`config.mk`:
```
export PLATFORM = sky130hd
export DESIGN_NAME = y86_instr_encoder
export DESIGN_NICKNAME = d
export VERILOG_FILES = /design/src/rtl/y86_instr_encoder.sv
export SDC_FILE = /design/constraint.sdc
export NUM_CORES = 1
export LEC_CHECK = 0
export ABC_AREA = 0
export CELL_PAD_IN_SITES_DETAIL_PLACEMENT = 1
export CELL_PAD_IN_SITES_GLOBAL_PLACEMENT = 2
export CORE_UTILIZATION = 27
export DETAILED_ROUTE_END_ITERATION = 8
export GPL_TIMING_DRIVEN = 0
export PLACE_DENSITY_LB_ADDON = 0.1
export SLEW_MARGIN = 20
export SYNTH_ARGS = -nofsm -noshare
export SYNTH_HDL_FRONTEND = slang
export SYNTH_SLANG_ARGS = --single-unit
```
`constraint.sdc`:
```
create_clock -name i_clk -period 3.5 [get_ports i_clk]
set_input_delay 0.7 -clock i_clk [delete_from_list [all_inputs] [get_ports i_clk]]
set_output_delay 0.7 -clock i_clk [all_outputs]
set_load 0.05 [all_outputs]
```
`src/rtl/y86_instr_encoder.sv`:
```
// y86_instr_encoder
// Takes one decoded Y86-64 instruction per handshake and writes its byte
// encoding into instruction memory, one byte per cycle, starting at the
// current write pointer. The write pointer advances past each instruction
// and can be reloaded from i_base_addr while the encoder is idle.
//
// state  | meaning
// -------+-------------------------------------------------------------
// S_IDLE | waiting for an instruction or a base-address load
// S_EMIT | presenting the bytes of the accepted instruction, one per cycle

module y86_instr_encoder #(
    parameter int ADDR_W = 10
) (
    input  logic              i_clk,
    input  logic              i_reset,
    input  logic              i_base_load,
    input  logic [ADDR_W-1:0] i_base_addr,
    input  logic              i_in_valid,
    output logic              o_in_ready,
    input  logic [3:0]        i_icode,
    input  logic [3:0]        i_ifun,
    input  logic [3:0]        i_ra,
    input  logic [3:0]        i_rb,
    input  logic [63:0]       i_valc,
    output logic              o_wr_en,
    output logic [ADDR_W-1:0] o_wr_addr,
    output logic [7:0]        o_wr_data,
    output logic              o_busy,
    output logic              o_instr_done,
    output logic              o_err,
    output logic [1:0]        o_err_code,
    output logic [ADDR_W-1:0] o_next_addr
);

    typedef enum logic {
        S_IDLE = 1'b0,
        S_EMIT = 1'b1
    } state_t;

    // One past the last legal byte address, at ADDR_W+1 bits.
    localparam logic [ADDR_W:0] MEM_SIZE = {1'b1, {ADDR_W{1'b0}}};

    localparam logic [1:0] ERR_ICODE    = 2'd1;
    localparam logic [1:0] ERR_OVERFLOW = 2'd2;

    // Encoded length in bytes; 0 marks an icode with no encoding.
    function automatic logic [3:0] f_len(input logic [3:0] icode);
        logic [3:0] len;
        case (icode)
            4'h0, 4'h1, 4'h9:         len = 4'd1;
            4'h2, 4'h6, 4'hA, 4'hB:   len = 4'd2;
            4'h3, 4'h4, 4'h5:         len = 4'd10;
            4'h7, 4'h8:               len = 4'd9;
            default:                  len = 4'd0;
        endcase
        return len;
    endfunction

    function automatic logic f_has_reg(input logic [3:0] icode);
        logic has;
        case (icode)
            4'h2, 4'h3, 4'h4, 4'h5, 4'h6, 4'hA, 4'hB: has = 1'b1;
            default:                                  has = 1'b0;
        endcase
        return has;
    endfunction

    // Byte k of the encoding. irmovq has no source register and push/pop
    // have no rB, so those nibbles are forced to F (the "no register" id).
    function automatic logic [7:0] f_byte(
        input logic [3:0]  icode,
        input logic [3:0]  ifun,
        input logic [3:0]  ra,
        input logic [3:0]  rb,
        input logic [63:0] valc,
        input logic [3:0]  k
    );
        logic [3:0] ra_f;
        logic [3:0] rb_f;
        logic [2:0] j;
        logic [7:0] b;
        ra_f = (icode == 4'h3) ? 4'hF : ra;
        rb_f = (icode == 4'hA || icode == 4'hB) ? 4'hF : rb;
        j    = f_has_reg(icode) ? 3'(k - 4'd2) : 3'(k - 4'd1);
        if (k == 4'd0)
            b = {icode, ifun};
        else if (f_has_reg(icode) && k == 4'd1)
            b = {ra_f, rb_f};
        else
            b = valc[{j, 3'b000} +: 8];
        return b;
    endfunction

    state_t             r_state;
    state_t             w_state_nxt;

    logic [ADDR_W-1:0]  r_next_addr;
    logic [3:0]         r_icode;
    logic [3:0]         r_ifun;
    logic [3:0]         r_ra;
    logic [3:0]         r_rb;
    logic [63:0]        r_valc;
    logic [3:0]         r_len;
    logic [3:0]         r_idx;
    logic               r_wr_en;
    logic [ADDR_W-1:0]  r_wr_addr;
    logic [7:0]         r_wr_data;
    logic               r_instr_done;
    logic               r_err;
    logic [1:0]         r_err_code;

    logic               w_in_ready;
    logic               w_busy;
    logic [3:0]         w_len_in;
    logic               w_invalid_in;
    logic [ADDR_W:0]    w_end_in;
    logic               w_ovf_in;
    logic               w_accept;
    logic               w_start;
    logic               w_last;
    logic [3:0]         w_idx_nxt;
    logic [7:0]         w_byte0_in;
    logic [7:0]         w_byte_nxt;

    assign w_len_in     = f_len(i_icode);
    assign w_invalid_in = (w_len_in == 4'd0);
    assign w_end_in     = {1'b0, r_next_addr} + (ADDR_W+1)'(w_len_in);
    assign w_ovf_in     = (w_end_in > MEM_SIZE);
    assign w_accept     = i_in_valid & w_in_ready;
    assign w_start      = w_accept & ~w_invalid_in & ~w_ovf_in;
    assign w_last       = (r_idx == r_len - 4'd1);
    assign w_idx_nxt    = r_idx + 4'd1;
    assign w_byte0_in   = f_byte(i_icode, i_ifun, i_ra, i_rb, i_valc, 4'd0);
    assign w_byte_nxt   = f_byte(r_icode, r_ifun, r_ra, r_rb, r_valc, w_idx_nxt);

    // State register.
    always_ff @(posedge i_clk) begin
        if (i_reset)
            r_state <= S_IDLE;
        else
            r_state <= w_state_nxt;
    end

    // Next-state logic: enter EMIT only for a legal, fitting instruction.
    always_comb begin
        w_state_nxt = r_state;
        case (r_state)
            S_IDLE:  if (w_start) w_state_nxt = S_EMIT;
            S_EMIT:  if (w_last)  w_state_nxt = S_IDLE;
            default: w_state_nxt = S_IDLE;
        endcase
    end

    // State-decoded outputs; a pending base load blocks the handshake.
    always_comb begin
        w_in_ready = (r_state == S_IDLE) & ~i_base_load & ~i_reset;
        w_busy     = (r_state == S_EMIT);
    end

    // Datapath: field capture, byte sequencing, write pointer and error flags.
    always_ff @(posedge i_clk) begin
        if (i_reset) begin
            r_next_addr  <= '0;
            r_icode      <= '0;
            r_ifun       <= '0;
            r_ra         <= '0;
            r_rb         <= '0;
            r_valc       <= '0;
            r_len        <= '0;
            r_idx        <= '0;
            r_wr_en      <= 1'b0;
            r_wr_addr    <= '0;
            r_wr_data    <= '0;
            r_instr_done <= 1'b0;
            r_err        <= 1'b0;
            r_err_code   <= '0;
        end else begin
            r_err <= 1'b0;
            case (r_state)
                S_IDLE: begin
                    if (i_base_load) begin
                        r_next_addr <= i_base_addr;
                    end else if (w_accept) begin
                        r_icode <= i_icode;
                        r_ifun  <= i_ifun;
                        r_ra    <= i_ra;
                        r_rb    <= i_rb;
                        r_valc  <= i_valc;
                        r_len   <= w_len_in;
                        r_idx   <= 4'd0;
                        if (w_invalid_in) begin
                            r_err      <= 1'b1;
                            r_err_code <= ERR_ICODE;
                        end else if (w_ovf_in) begin
                            r_err      <= 1'b1;
                            r_err_code <= ERR_OVERFLOW;
                        end else begin
                            r_wr_en      <= 1'b1;
                            r_wr_addr    <= r_next_addr;
                            r_wr_data    <= w_byte0_in;
                            r_instr_done <= (w_len_in == 4'd1);
                        end
                    end
                end
                S_EMIT: begin
                    if (w_last) begin
                        // Address and data keep the final byte's values.
                        r_wr_en      <= 1'b0;
                        r_instr_done <= 1'b0;
                        r_next_addr  <= r_next_addr + ADDR_W'(r_len);
                    end else begin
                        r_idx        <= w_idx_nxt;
                        r_wr_addr    <= r_wr_addr + 1'b1;
                        r_wr_data    <= w_byte_nxt;
                        r_instr_done <= (w_idx_nxt == r_len - 4'd1);
                    end
                end
                default: begin
                    r_wr_en      <= 1'b0;
                    r_instr_done <= 1'b0;
                end
            endcase
        end
    end

    assign o_in_ready   = w_in_ready;
    assign o_busy       = w_busy;
    assign o_wr_en      = r_wr_en;
    assign o_wr_addr    = r_wr_addr;
    assign o_wr_data    = r_wr_data;
    assign o_instr_done = r_instr_done;
    assign o_err        = r_err;
    assign o_err_code   = r_err_code;
    assign o_next_addr  = r_next_addr;

endmodule

```
Word-level counts from Yosys, hierarchy flattened
Memories as Yosys holds them, arrays and structs flattened.
Cells that the tools add are included.
{ "classes": {"reduce_logical": 14, "n_bitwise": 11, "shift": 1, "mux": 45, "addsub": 7, "n_lt_le_gt_ge": 1, "n_eq_ne": 18} }
{ "op_table": {"columns": ["operator", "count"], "rows": [
  ["10-bit two-way mux", 7],
  ["64-bit by 7-bit variable part select with 8-bit output", 1],
  ["8-bit two-way mux", 7],
  ["10-bit one-hot mux with 2 select lines", 2],
  ["4-bit two-way mux", 5],
  ["1-bit two-way mux", 16],
  ["8-bit one-hot mux with 2 select lines", 1],
  ["4-bit by 3-bit == test with 1-bit output, second input constant", 3],
  ["2-bit inequality test, second input constant", 6],
  ["10-bit by 4-bit adder with 11-bit output", 1],
  ["11-bit > comparator, second input constant", 1],
  ["10-bit by 1-bit adder with 10-bit output, second input constant", 1],
  ["10-bit by 4-bit adder with 10-bit output", 1],
  ["5-bit AND reduction", 2],
  ["4-bit by 1-bit == test with 1-bit output, second input constant", 2],
  ["4-bit by 2-bit == test with 1-bit output, second input constant", 2],
  ["4-bit == test", 2],
  ["4-bit == test, second input constant", 2],
  ["4-bit zero test", 2],
  ["4-bit one-hot mux with 2 select lines", 1],
  ["4-bit AND reduction", 2],
  ["7-bit OR reduction", 1],
  ["1-bit inverter", 6],
  ["1-bit one-hot mux with 2 select lines", 3],
  ["other kinds (14)", 20]
]} }
{ "word_totals": {"regBits": 122, "output_inout_bits": 35, "n_memories": 1, "word_cells": 113, "mem_bits_ro": 48, "input_bits": 94} }
{ "memory_table": {"columns": ["memory", "depth", "width", "rd", "rd_clocked_by_memory_dff", "write_ports", "line", "text"], "rows": [
  ["(no name shown)", 16, 3, 1, 0, 0, "50", "case (icode)"]
]} }

Longest topological paths before layout
{ "logic_depth": {"ltp_word": 9, "depth_mapped": 13, "ltp_nobuf": 12} }

Least setup slack after synthesis
Ideal clock, no wire load.
{ "synth_timing": {"path_type": "input to register", "startpoint": "input port i_icode[2]", "endpoint": "register r_wr_data[0], in the netlist o_wr_data[0]", "setup_time_ps": 138, "arrival_time_ps": 3169, "required_ps": 3362, "slack_ps": 193, "path_buffers": 2, "path_stages": 13, "path_cell_list": "clkbuf_1 nand2_1 o22ai_1 ha_1 fa_1 a31oi_1 or4b_1 and3_4 a211oi_4 buf_6 nor3b_1 a21oi_2 o22ai_2"} }
{ "synth_via": {"elab_chain_cells": 5, "elab_cells_between_ends": 7, "cone_classes": "add/sub (1); order compare (1); eq/ne (2); reduce/logical (2); memory (1)"} }
{ "synth_lines": {"columns": ["element", "line", "text"], "rows": [
  ["start: declaration", "21", "input logic [3:0] i_icode,"],
  ["memory read 16 x 3 bit *", null, null],
  ["net w_len_in[0]", "115", "logic [3:0] w_len_in;"],
  ["10-bit by 4-bit adder with 11-bit output", "128", "assign w_end_in = {1'b0, r_next_addr} + (ADDR_W+1)'(w_len_in);"],
  ["11-bit > comparator", "129", "assign w_ovf_in = (w_end_in > MEM_SIZE);"],
  ["2-bit inequality test (no source line)", null, null],
  ["5-bit AND reduction (no source line) *", null, null],
  ["end signal: assignment", "201", "r_wr_data <= w_byte0_in;"],
  ["end signal: assignment", "215", "r_wr_data <= w_byte_nxt;"],
  ["end: declaration", "108", "logic [7:0] r_wr_data;"]
]} }
The timed path passes the listed nets; every way through them passes the cells marked *.
A chain may end at the register's enable or synchronous reset.

Final worst setup path
{ "layout_timing": {"startpoint": "register r_idx[0]", "endpoint": "register r_wr_data[5], in the netlist o_wr_data[5]"} }
{ "layout_via": {"elab_chain_cells": 8, "elab_cells_between_ends": 15, "cone_classes": "add/sub (3); eq/ne (3); shift (1); mux (5); reduce/logical (3)"} }
{ "layout_lines": {"columns": ["element", "line", "text"], "rows": [
  ["start: declaration", "105", "logic [3:0] r_idx;"],
  ["start signal: assignment", "213", "r_idx <= w_idx_nxt;"],
  ["4-bit by 1-bit adder with 4-bit output", "133", "assign w_idx_nxt = r_idx + 4'd1;"],
  ["3-bit by 1-bit subtractor with 3-bit output or 3-bit by 2-bit subtractor with 3-bit output (tied branches)", "85", "j = f_has_reg(icode) ? 3'(k - 4'd2) : 3'(k - 4'd1);"],
  ["3-bit two-way mux", "85", null],
  ["64-bit by 7-bit variable part select with 8-bit output", "91", "b = valc[{j, 3'b000} +: 8];"],
  ["8-bit two-way mux", "88", "else if (f_has_reg(icode) && k == 4'd1)"],
  ["8-bit two-way mux", "86", "if (k == 4'd0)"],
  ["8-bit two-way mux", "207", "if (w_last) begin"],
  ["8-bit one-hot mux with 2 select lines", "180", "case (r_state)"]
]} }
Parallel ways exist; a longest one is shown, timed or not. The select of a mux whose other input is x is not followed.

==> out/qor.yml <==
cts_tree: "built"
worstPathRequired_ns: 3.77
clock_path_buffers: 2
min_from: "o_wr_en$_SDFFE_PP0P_"
hold_path_class: "reg -> reg"
relSlewSlack: 0.310
tightest_slew_ns: 1.03
synth.distinct_cells: 55
post-place-ws_ns: -1.02
cts-root-buf: "clkbuf_16"
reg2reg_slack_ns: 0.10
synthArstFlopShare: 0
critPathKind: "reg -> reg"
dp_hpwl_um: 18200
initial_core_util: 0.276
reg2regPathDepth: 11
wl_per_cell_um: 19.4
min_to: "o_wr_en$_SDFFE_PP0P_"
wl_um: 23900
vias: 6257
die_area_sq_mm: 0.0239
fill_cells: 2725
ir_drop_mv: 0.227
seq_area_frac_synth: 0.386
synth_top_area_share: 0.386
seq_area_sq_mm: 0.00242
synthFlopType: "dfxtp_1"
powerDensity_mw_per_mm2: 466
synthesis.nets: 894
start_kind: "flip-flop"
total_power_mw: 3.98
dr.pass1.iters: 5
drt_iter0_drc: 267
critical_path_arrival_ns: 3.66
worst_slack_ns: 0.102
slew_viol_final: 0
rsz0062_at_grt: "false"
fin_crit_sh: 0.971
drc: 0
synthTopCellsByArea: "dfxtp_1 39%, nand2_1 11%, nand3b_1 9.3%, a21oi_1 3.1%, nor2_1 3.0%"
core-area_sq_mm: 0.0227
synthToLayoutAreaGrowth_pct: 36.2
synth_edf_count: 0
r2r-start: "r_idx[0]$_SDFFE_PP0P_"
final.setup.tns_ns: 0
final_nets: 1042
synth_warnings: 0
syn_area_sq_mm: 0.00628
layout-drive-gt1-share: 0.0948
grt_pass1_vias: 6555
r2r-end: "o_wr_data[5]$_SDFFE_PP0P_"
clock-skew-final_ns: 0.0106
status: "complete, no violations"
yosys.area.top_type: "dfxtp_1"
num_rows: 55
crit_chain: "buf_2 -> inv_1 -> ha_1 -> nor4bb_1 -> a21oi_1 -> o221a_2 -> clkbuf_1 -> o22ai_1 -> nor3_1 -> nor3_1 -> o22ai_2"
syn_avg_cell_area_sq_um: 7.97
via_per_inst: 5.07
p_leak_nw: 3.32
end_kind: "flip-flop"
grt_pass1_wl_um: 37700
whs_path_depth: 2
holdBufCountCts: 0
dieHeight_um: 154
diodes: 0
cap_violations: 0
clk_pin_slew_worst_paths_ns: 0.06
grt_max_degree: 17
track_usage: 0.208
cts_buffers: 17
place_congestion: 0.813
crit_fanout: 10
io_pins: 129
die_width_um: 154
antenna_found_initial: 0
port_buffers: 127
cp_slowest_cell: "dfxtp_1"
insertion_delay_ns: 0.42
multiInputGateArea_sq_mm: 0.00359
finalSetupViolations: 0
grt_overflow: 0
syn-instance-count: 788
htreeDepth: 4
fmax_mhz: 294
cts_sinks: 121
antenna_left: 0
cpMostUsedCell: "nor3_1"
hold_viol_final: 0
critPathMaxStageDelay_ns: 0.45
period_minus_slack_ns: 3.40
synth-seq-cells: 121
cells by family after synthesis:
logic type	after synthesis	synth area share
AOI/OAI and AO/OA	149	0.166
xor gates and xnor gates	13	0.0181
adders and majority gates	12	0.0263
buffers and inverters	73	0.0490
DFF	121	0.386
muxes	18	0.0301
and+or+nand+nor	402	0.325
synth_stat cells (2+ instances only):
master,count
xnor2_1,7
buf_2,6
nand2_1,179
a21oi_1,39
o22ai_1,17
a21o_1,7
nor2_1,50
o32ai_1,3
o221ai_1,11
nand3_1,12
a21oi_2,11
nor3_1,28
xor2_1,6
nand2b_1,8
a31oi_1,3
buf_6,3
mux2_2,7
or4b_1,2
o31ai_1,9
o22ai_2,6
nand4b_1,3
nand3b_1,78
or2_2,2
and2_1,2
fa_1,2
nor2b_1,12
mux2i_1,11
o21ai_0,13
nor4b_1,3
o21ai_1,2
inv_1,15
ha_1,10
or3_1,6
a211oi_1,20
dfxtp_1,121
nor3b_1,8
clkbuf_1,47
and3_1,2
stage by stage:
step                      cell area [sq um]  utilization  instances  hold WS [ns]
final                                  8550        0.377       1234         0.471
after CTS                              8540        0.376       1234         0.474
after global placement                 7910        0.348       1200         0.450
after detailed placement               7910        0.348       1200         0.462
after global routing                   8550        0.377       1234         0.492
after floorplan                        6280            -        788         0.444
power by group:
group	internal [mW]	switching, mW
logic	0.298	0.404
registers	1.45	0.0703
clock network	1.07	0.688
total	2.82	1.16
worst max-delay path by stage:
stage	start	endpoint	slack (ns)
finish	r_idx[0]$_SDFFE_PP0P_	o_wr_data[5]$_SDFFE_PP0P_	0.10
global placement	i_icode[2]	o_wr_data[4]$_SDFFE_PP0P_	-0.94
floorplan	i_icode[2]	o_wr_data[0]$_SDFFE_PP0P_	0.19
detailed placement	i_icode[2]	o_wr_data[2]$_SDFFE_PP0P_	-1.02
global route	r_idx[0]$_SDFFE_PP0P_	o_wr_data[5]$_SDFFE_PP0P_	0.03
CTS	i_icode[0]	o_wr_data[1]$_SDFFE_PP0P_	0.01
sequential cells by signal, indices dropped and copies added, names as in the netlist:
| signal | cells |
|---|---|
| o_busy | 1 |
| o_err | 1 |
| o_err_code | 2 |
| o_instr_done | 1 |
| o_next_addr | 10 |
| o_wr_addr | 10 |
| o_wr_data | 8 |
| o_wr_en | 1 |
| r_icode | 4 |
| r_idx | 4 |
| r_ifun | 4 |
| r_len | 3 |
| r_ra | 4 |
| r_rb | 4 |
| r_valc | 64 |
routing by layer:
layer / GRT usage / wire [um] / part of all wire
met1: 0.270 / 11400 / 0.48
met2: 0.349 / 11400 / 0.48
met3: 0.0364 / 837 / 0.035
met4: 0.0669 / 327 / 0.014
met5: 0 / 0 / 0
layout make-up:
cell class,count,area share
plain buffers,57,0.0294
clock buffers,18,0.0514
inverters,15,0.00658
well taps,285,0.0417
multi-input cells,594,0.420
repair buffers,130,0.150
flip-flops and latches,121,0.283
clock inverters,14,0.0174
cells in the final DEF, fill, tap and decap left out, types with 9 or more instances in the layout:
master	synthesis	layout
a21oi_1	39	38
nand3_1	12	12
mux2i_1	11	11
o221ai_1	11	11
a211oi_1	20	18
o21ai_0	13	13
nor3_1	28	28
inv_1	15	14
clkbuf_1	47	44
nand2_1	179	178
nor2b_1	12	12
nand3b_1	78	78
o22ai_1	17	15
clkdlybuf4s50_1	0	123
dfxtp_1	121	121
nor2_1	50	50
o31ai_1	9	9
a21oi_2	11	12
clkbuf_16	0	17
ha_1	10	10
what timing repair did:
action,CTS,global route
resized for setup,9,12
pin swaps,2,1
gates cloned,0,0
buffers inserted,3,0
endpoints found under the setup margin,22,19
critical path: cells and delay by family (launching register included):
kind            cells  cell delay, ns
simple gates        3            0.87
buf+inv             3            0.66
flops               1            0.45
fa+ha+maj           1            0.36
compound gates      4            0.90
No activity file was read; power rests on OpenSTA's default activity.
